$ cat config.mk
export PLATFORM = sky130hd
export DESIGN_NAME = pipe_stage_chain
export DESIGN_NICKNAME = d
export VERILOG_FILES = /design/src/rtl/pipe_stage_chain.sv
export SDC_FILE = /design/constraint.sdc
export NUM_CORES = 1
export LEC_CHECK = 0
export ABC_AREA = 1
export BUFFER_PORTS_ARGS = -buffer_cell sky130_fd_sc_hd__buf_2
export CAP_MARGIN = 20
export CORE_ASPECT_RATIO = 0.5
export CORE_MARGIN = 3
export CORE_UTILIZATION = 49
export DETAILED_ROUTE_END_ITERATION = 16
export GPL_TIMING_DRIVEN = 0
export PLACE_DENSITY = 0.88
export SYNTH_ARGS = -nofsm -noshare
export SYNTH_HDL_FRONTEND = slang
export SYNTH_SLANG_ARGS = --single-unit
$ cat constraint.sdc
create_clock -name clk -period 1.9 [get_ports clk]
set_clock_uncertainty 0.1 [all_clocks]
set_input_delay 0.38 -clock clk [delete_from_list [all_inputs] [get_ports clk]]
set_output_delay 0.38 -clock clk [all_outputs]
set_load 0.005 [all_outputs]
$ cat src/rtl/pipe_stage_chain.sv
// Pipeline-register chain with per-stage hold, bubble insertion behind held stages,
// per-stage flush, occupancy popcount and saturating stall/flush statistics.
module pipe_stage_chain #(
  parameter int unsigned WIDTH       = 32,
  parameter int unsigned DEPTH       = 3,
  parameter bit          BUBBLE_ZERO = 1'b1,
  parameter int unsigned CNT_W       = 16
) (
  input  logic                       clk,
  input  logic                       reset_n,
  input  logic                       in_valid,
  input  logic [WIDTH-1:0]           in_data,
  output logic                       in_ready,
  input  logic [DEPTH-1:0]           stall_vec,
  input  logic [DEPTH-1:0]           flush_vec,
  output logic                       out_valid,
  output logic [WIDTH-1:0]           out_data,
  output logic [DEPTH-1:0]           stage_valid,
  output logic [DEPTH*WIDTH-1:0]     stage_data,
  output logic [$clog2(DEPTH+1)-1:0] occupancy,
  output logic [CNT_W-1:0]           stall_cnt,
  output logic [CNT_W-1:0]           flush_cnt
);

  localparam int unsigned OccW = $clog2(DEPTH + 1);

  logic [DEPTH-1:0] hold;
  logic [DEPTH-1:0] valid_q, valid_d;
  logic [WIDTH-1:0] data_q [DEPTH];
  logic [WIDTH-1:0] data_d [DEPTH];
  logic [CNT_W-1:0] stall_cnt_q, stall_cnt_d;
  logic [CNT_W-1:0] flush_cnt_q, flush_cnt_d;

  // A stalled older stage freezes everything younger so no entry is overwritten.
  always_comb begin
    hold = '0;
    hold[DEPTH-1] = stall_vec[DEPTH-1];
    for (int i = DEPTH - 2; i >= 0; i--) begin
      hold[i] = hold[i+1] | stall_vec[i];
    end
  end

  assign in_ready = ~hold[0];

  always_comb begin
    valid_d = valid_q;
    for (int i = 0; i < DEPTH; i++) begin
      data_d[i] = data_q[i];
    end

    if (flush_vec[0]) begin
      valid_d[0] = 1'b0;
      if (BUBBLE_ZERO) data_d[0] = '0;
    end else if (!hold[0]) begin
      valid_d[0] = in_valid;
      data_d[0]  = in_data;
    end

    for (int i = 1; i < DEPTH; i++) begin
      if (flush_vec[i]) begin
        valid_d[i] = 1'b0;
        if (BUBBLE_ZERO) data_d[i] = '0;
      end else if (hold[i]) begin
        valid_d[i] = valid_q[i];
      end else if (hold[i-1]) begin
        // Upstream is held but this stage advances: emit a bubble.
        valid_d[i] = 1'b0;
        if (BUBBLE_ZERO) data_d[i] = '0;
      end else begin
        valid_d[i] = valid_q[i-1];
        data_d[i]  = data_q[i-1];
      end
    end
  end

  always_comb begin
    stall_cnt_d = stall_cnt_q;
    flush_cnt_d = flush_cnt_q;
    if (hold[0] && (stall_cnt_q != {CNT_W{1'b1}})) begin
      stall_cnt_d = stall_cnt_q + CNT_W'(1);
    end
    if (|(flush_vec & valid_q) && (flush_cnt_q != {CNT_W{1'b1}})) begin
      flush_cnt_d = flush_cnt_q + CNT_W'(1);
    end
  end

  always_ff @(posedge clk) begin
    if (!reset_n) begin
      valid_q     <= '0;
      stall_cnt_q <= '0;
      flush_cnt_q <= '0;
      for (int i = 0; i < DEPTH; i++) begin
        data_q[i] <= '0;
      end
    end else begin
      valid_q     <= valid_d;
      stall_cnt_q <= stall_cnt_d;
      flush_cnt_q <= flush_cnt_d;
      for (int i = 0; i < DEPTH; i++) begin
        data_q[i] <= data_d[i];
      end
    end
  end

  always_comb begin
    stage_data = '0;
    occupancy  = '0;
    for (int i = 0; i < DEPTH; i++) begin
      stage_data[i*WIDTH +: WIDTH] = data_q[i];
      occupancy = occupancy + OccW'(valid_q[i]);
    end
  end

  assign stage_valid = valid_q;
  assign out_valid   = valid_q[DEPTH-1];
  assign out_data    = data_q[DEPTH-1];
  assign stall_cnt   = stall_cnt_q;
  assign flush_cnt   = flush_cnt_q;

endmodule

==> results of run 1 <==
==> per-stage QoR <==
step | setup TNS (ns) | cell area [um^2]
after floorplan | 0 | 5600
after global placement | -0.0699 | 6810
after detailed placement | -0.0516 | 6810
after CTS | 0 | 7390
after global routing | -0.0202 | 7420
final | 0 | 7420
==> sequential cells by signal, indices dropped and copies added, names as in the netlist <==
signal and flops:
data_q 96, flush_cnt 16, stall_cnt 16, stage_valid 3
==> worst register-to-register path, cell delays in order, from the launching register on <==
cell,delay [ns]
dfxtp_1,0.41
ha_1,0.18
inv_1,0.09
nor2_4,0.21
nand2_2,0.14
nor2_8,0.22
nor2_1,0.09
o21ai_1,0.14
nor2_1,0.05
==> timing repair <==
action                                 4_1_cts  5_1_grt
endpoints found under the hold margin        0        0
setup endpoints to repair                    2        7
pin swaps                                    0        1
buffers inserted                             0        2
resized for setup                            3        3
cloned                                       0        0
==> worst min-delay path by stage <==
stage,to,slack (ns),cells past startpoint
floorplan,data_q[0][95],0.36,2
global placement,data_q[0][95],0.35,2
detailed placement,data_q[0][82],0.36,2
CTS,data_q[0][14],0.10,3
global route,data_q[0][29],0.11,3
finish,data_q[0][28],0.10,3
==> synth_stat cells <==
cell type	n	area (um^2)
nand2_1	198	743
nand4_2	1	12.5
nand3_1	20	100
a21oi_1	87	435
nor3_1	5	25.0
inv_1	21	78.8
nor3b_1	1	7.51
xnor2_1	1	8.76
nand3b_2	1	11.3
a31oi_1	1	6.26
or2_1	2	12.5
clkbuf_1	17	63.8
xor2_1	2	17.5
nor2_4	6	67.6
nand2_2	5	31.3
buf_6	2	22.5
ha_1	2	25.0
o21ai_4	1	16.3
nor2_8	1	20.0
nor2_1	115	432
nand3_2	1	10.0
buf_2	18	90.1
fa_1	1	20.0
o21ai_1	8	40.0
buf_4	34	255
nor2_2	13	81.3
and2_1	1	6.26
nand4_1	5	31.3
o21ai_0	57	285
inv_2	3	11.3
dfxtp_1	131	2620
nand2_4	1	11.3
==> layer usage <==
metal	GRT usage	wire length, um
met5	0	0
met4	0.110	519
met3	0.0632	956
met2	0.456	8380
met1	0.296	6950
==> logic make-up after synthesis <==
group                    Yosys count  synth area share
AO/OA/AOI/OAI                    154             0.140
XOR/XNOR                           3           0.00469
adder cells (fa/ha/maj)            3           0.00804
buffers and inverters             95            0.0931
flip-flops                       131             0.468
AND/OR/NAND/NOR                  376             0.286
==> power by group through the flow <==
stage	Combinational, mW	Clock, mW	Sequential (mW)
2_1_floorplan	0.163	0	2.85
5_1_grt	0.331	3.40	2.79
3_5_place_dp	0.295	0	2.85
3_3_place_gp	0.289	0	2.85
6_report	0.300	3.28	2.79
4_1_cts	0.298	3.28	2.79
==> final cells by class <==
| cell class | count | area [um^2] |
|---|---|---|
| fill | 837 | 3250 |
| multi-input combinational | 536 | 2460 |
| sequential | 131 | 2630 |
| tap | 140 | 175 |
| buffer | 70 | 427 |
| clock buffer | 17 | 425 |
| inverter | 24 | 91.3 |
| clock inverter | 15 | 163 |
| timing repair buffer | 208 | 1050 |
==> impl_metrics.ini, run 1 <==
[drt]
first_pass_iters = 5
num_vias = 5875
routed_via_density = 5.15
route.final.wire_length_um = 16800
detail-route-antenna-nets = 0
routedWlPerCell_um = 14.7
drt_drc_violations_left = 0
drt-initial-drc-count = 392

[cells_and_area]
drive_above_1_share = 0.330
final_nets = 1032
most-common-layout-cells = buf_2 (223), nand2_1 (198), dfxtp_1 (128)
antenna_cells = 0
finalCoreUtilization = 0.695
synthesis_to_finish_area_growth_pct = 32.4
mostFrequentLayoutCell = buf_2
layoutNonFillerInstCount = 1141

[placement]
post-dp-hpwl_um = 12200
gp_routability_congestion = 0.903
post-place-cells = 1108
place_ws_ns = -0.0516
place.port_buffers = 206

[hold_path]
hp-class = input pin to register
timing.hold.worst.start = in_data[28]

[timing]
layout_worst_path_cycle_share = 0.992
fin_max_slew_vios = 0
max-slew-margin-rel = 0.658
timing_hold_violations_final = 0
holdWs_ns = 0.103
setup_ws_final_ns = 0.0150
final-setup-viol-count = 0
timing.fmax_ghz = 0.531
grt_setup_unrepaired = yes
tightestPinTransition_ns = 0.512
timing.final.crit_period_ns = 1.89

[power_and_ir_drop]
power.combinational.fraction = 0.047
net-switching-power_mw = 1.63
p_int_mw = 4.74
irDropWorstVdd_uv = 665
totalPowerFinal_mw = 6.37
clkPwrFrac = 0.515
power_frac_seq = 0.438
switching_power_share_of_the_total = 0.256
power.density_cell_area_mw_per_mm2 = 859
power.static_leakage_nw = 3.37

[yosys]
yosysWarningCount = 0
seq_area_frac_synth = 0.468
post_synthesis_cell_type_count = 32
synth-seq-cells = 131
post_synth_instance_area_mm2 = 0.00560
synth_nets = 806
syn-instance-count = 762
avgSynthCellArea_um2 = 7.35

[global_routing]
overflow = 0
grt_pass1_wl_um = 26000
grt_use_total = 0.255
antenna_found_initial = 0
grt_start_max_net_pins = 19
via_count_of_the_first_global_routing_pass = 5351

[clock_tree]
cts-root-to-sink-buffers = 2
cts_hold_buf = 0
cts_inserted_buffers = 17
ctsRootBufferMaster = clkbuf_16
worst_skew_late_latency_ns = 0.43
htreeDepth = 4
cts.sink_count = 131
clock_tree_from_tritoncts = yes
register_clock_pin_slew_on_the_reported_worst_setup_and_hold_paths_ns = 0.06

[die]
initial_utilization = 0.525
core_mm2 = 0.0107
fp.dieW_um = 157
pin_count = 208
die_area_mm2 = 0.0128
fp-row-count = 26
die_h_um = 81.6

[worst_setup_path]
worstRegToRegCells = 8
critPathLaunch = stage_valid[2]
setup.worst_path.end_class = primary output
required_ns = 1.42
crit_slowest_cell = fa_1
path_cells = fa_1 > buf_2
critical_path.reg2reg.endpoint = stall_cnt[0]
crit_path_end = occupancy[0]
cpLargestDelayFamily = adder cells
largest_stage_delay_on_the_critical_path_ns = 0.52
cp_max_fo = 3
cp_num_cells = 2
worst_r2r_startpoint = stall_cnt[1]
critPathKind = register to primary output
ff2ff_setup_slack_ns = 0.16
critical_path.startpoint_type = register
worst_endpoint_data_arrival_time_ns = 1.41
worstPathBufferInverterCount = 1

[flow_run]
timing.max_cap.violations = 0

[outcome]
outcome = complete, no violations
(Power assumes the default switching activity.)
==> run 2, diff against run 1 <==
--- a/config.mk
+++ b/config.mk
@@ -8,7 +8,7 @@
 export ABC_AREA = 1
 export BUFFER_PORTS_ARGS = -buffer_cell sky130_fd_sc_hd__buf_2
 export CAP_MARGIN = 20
-export CORE_ASPECT_RATIO = 0.5
+export CORE_ASPECT_RATIO = 0.6
 export CORE_MARGIN = 3
 export CORE_UTILIZATION = 49
 export DETAILED_ROUTE_END_ITERATION = 16
==> run 2 against run 1 <==
Compared with the run above: die area shrank 0.28%; cell count decreased by 0.18%; clock power increased by 2%; critical path depth unchanged; global-route usage is 0.34 points higher; sequential power hardly changed; highest routed layer unchanged; maximum frequency rose by 0.27%; combinational power barely moved; largest power group unchanged; register-to-register slack improved by 0.05 ns; via count down 1.5%.
==> impl_metrics.ini, run 2 (synthesis gave the netlist of run 1 again) <==
[power_and_ir_drop]
power.density_cell_area_mw_per_mm2 = 868
irDropWorstVdd_uv = 727
power.static_leakage_nw = 3.36

[timing]
fin_max_slew_vios = 0
tightestPinTransition_ns = 0.601
layout_worst_path_cycle_share = 0.989
timing.final.crit_period_ns = 1.88
max-slew-margin-rel = 0.600
final-setup-viol-count = 0
grt_setup_unrepaired = yes
timing.fmax_ghz = 0.532
timing_hold_violations_final = 0

[die]
initial_utilization = 0.516
core_mm2 = 0.0108
fp.dieW_um = 144
die_h_um = 88.8
fp-row-count = 29
die_area_mm2 = 0.0128
pin_count = 208

[global_routing]
global_route.usage.met2 = 0.366
antenna_found_initial = 0
grt_use_total = 0.258
grt.busiest_layer = met1
overflow = 0
grt.met3_usage = 0.0648
grt_pass1_wl_um = 25600
global_route.usage.met1 = 0.383
via_count_of_the_first_global_routing_pass = 4968
grt_start_max_net_pins = 17

[cells_and_area]
seq_area_mm2 = 0.00263
final_nets = 1031
antenna_cells = 0
drive_above_1_share = 0.328
mostFrequentLayoutCell = buf_2
synthesis_to_finish_area_growth_pct = 32.6
largest_register = data_q
largest_register_ffs = 96
finalCoreUtilization = 0.685
most-common-layout-cells = buf_2 (223), nand2_1 (198), dfxtp_1 (128)
fillCellCount = 939
postLayoutCellArea_mm2 = 0.00743
multi_input_area_mm2 = 0.00246

[drt]
route.final.wire_length_um = 16800
routedWlPerCell_um = 14.7
first_pass_iters = 5
drt-initial-drc-count = 332
routed_via_density = 5.08
detail-route-antenna-nets = 0
drt_drc_violations_left = 0
num_vias = 5787

[hold_path]
worst_hold_end = data_q[0][29]
timing.hold.worst.start = in_data[29]
hp-class = input pin to register
number_of_cells_on_the_worst_hold_path = 3

[worst_setup_path]
required_ns = 1.42
crit_slowest_cell = fa_1
cp_max_fo = 5
path_cells = fa_1 > buf_2
worst_r2r_startpoint = flush_cnt[0]
worstRegToRegCells = 7
critical_path.reg2reg.endpoint = flush_cnt[14]
critPathKind = register to primary output
worst_endpoint_data_arrival_time_ns = 1.40
ff2ff_setup_slack_ns = 0.21
setup.worst_path.end_class = primary output
critical_path.startpoint_type = register
largest_stage_delay_on_the_critical_path_ns = 0.53

[flow_run]
timing.max_cap.violations = 0

[placement]
place.port_buffers = 206
gp_routability_congestion = 0.968
post-dp-hpwl_um = 12800
postPlaceCellArea_mm2 = 0.00681

[clock_tree]
clock_tree_from_tritoncts = yes
worst_skew_late_latency_ns = 0.40
cts_hold_buf = 0
register_clock_pin_slew_on_the_reported_worst_setup_and_hold_paths_ns = 0.06
cts_inserted_buffers = 17
cts-root-to-sink-buffers = 2
cts.sink_count = 131
ctsRootBufferMaster = clkbuf_16
htreeDepth = 4

[outcome]
outcome = complete, no violations
-- run 2: through the flow --
step	setup TNS [ns]	hold slack, ns	total power, mW	cells	setup slack [ns]
2_1_floorplan	0	0.365	3.01	762	0.363
3_3_place_gp	-0.106	0.358	3.14	1107	-0.106
3_5_place_dp	-0.0771	0.365	3.15	1107	-0.0771
4_1_cts	0	0.102	6.48	1140	0.00724
5_1_grt	-0.0269	0.118	6.64	1139	-0.0269
6_report	0	0.109	6.45	1139	0.0200
-- run 2: repair_timing --
| item | in CTS | in global routing |
|---|---|---|
| endpoints found under the setup margin | 2 | 4 |
| gates resized for setup | 2 | 2 |
| buffers inserted | 1 | 0 |
| pin swaps | 1 | 0 |
-- run 2: power by group --
group	internal, mW	switching, mW
registers	2.77	0.0227
clock network	2.08	1.27
logic	0.104	0.197
-- run 2: layer usage --
layer	part of all wire	vias up	routed length (um)
met4	0.014	0	227
met2	0.42	236	7000
met5	0	-	0
met3	0.084	21	1400
met1	0.49	2640	8130
li1	-	2890	-
-- run 2: worst max path at each step --
stage / startpoint / end / slack [ns]
6_report: stage_valid[2] / occupancy[0] / 0.02
5_1_grt: stage_valid[2] / occupancy[0] / -0.03
4_1_cts: stage_valid[2] / occupancy[0] / 0.007
3_5_place_dp: stall_vec[1] / in_ready / -0.08
3_3_place_gp: stall_vec[1] / in_ready / -0.11
2_1_floorplan: flush_cnt[0] / flush_cnt[12] / 0.36
-- run 2: cell type report --
type	instances	share of cell area
Tap cell	139	0.0234
Clock buffer	18	0.0578
Timing Repair Buffer	207	0.140
Buffer	70	0.0574
Sequential cell	131	0.354
Inverter	24	0.0121
Clock inverter	14	0.0246
Multi-Input combinational cell	536	0.331
-- run 2: critical path, delay by kind of cell (launching register included) --
| family | cells | cell delay (ns) |
|---|---|---|
| fa+ha+maj | 1 | 0.53 |
| buf+inv | 1 | 0.10 |
| flops | 1 | 0.37 |
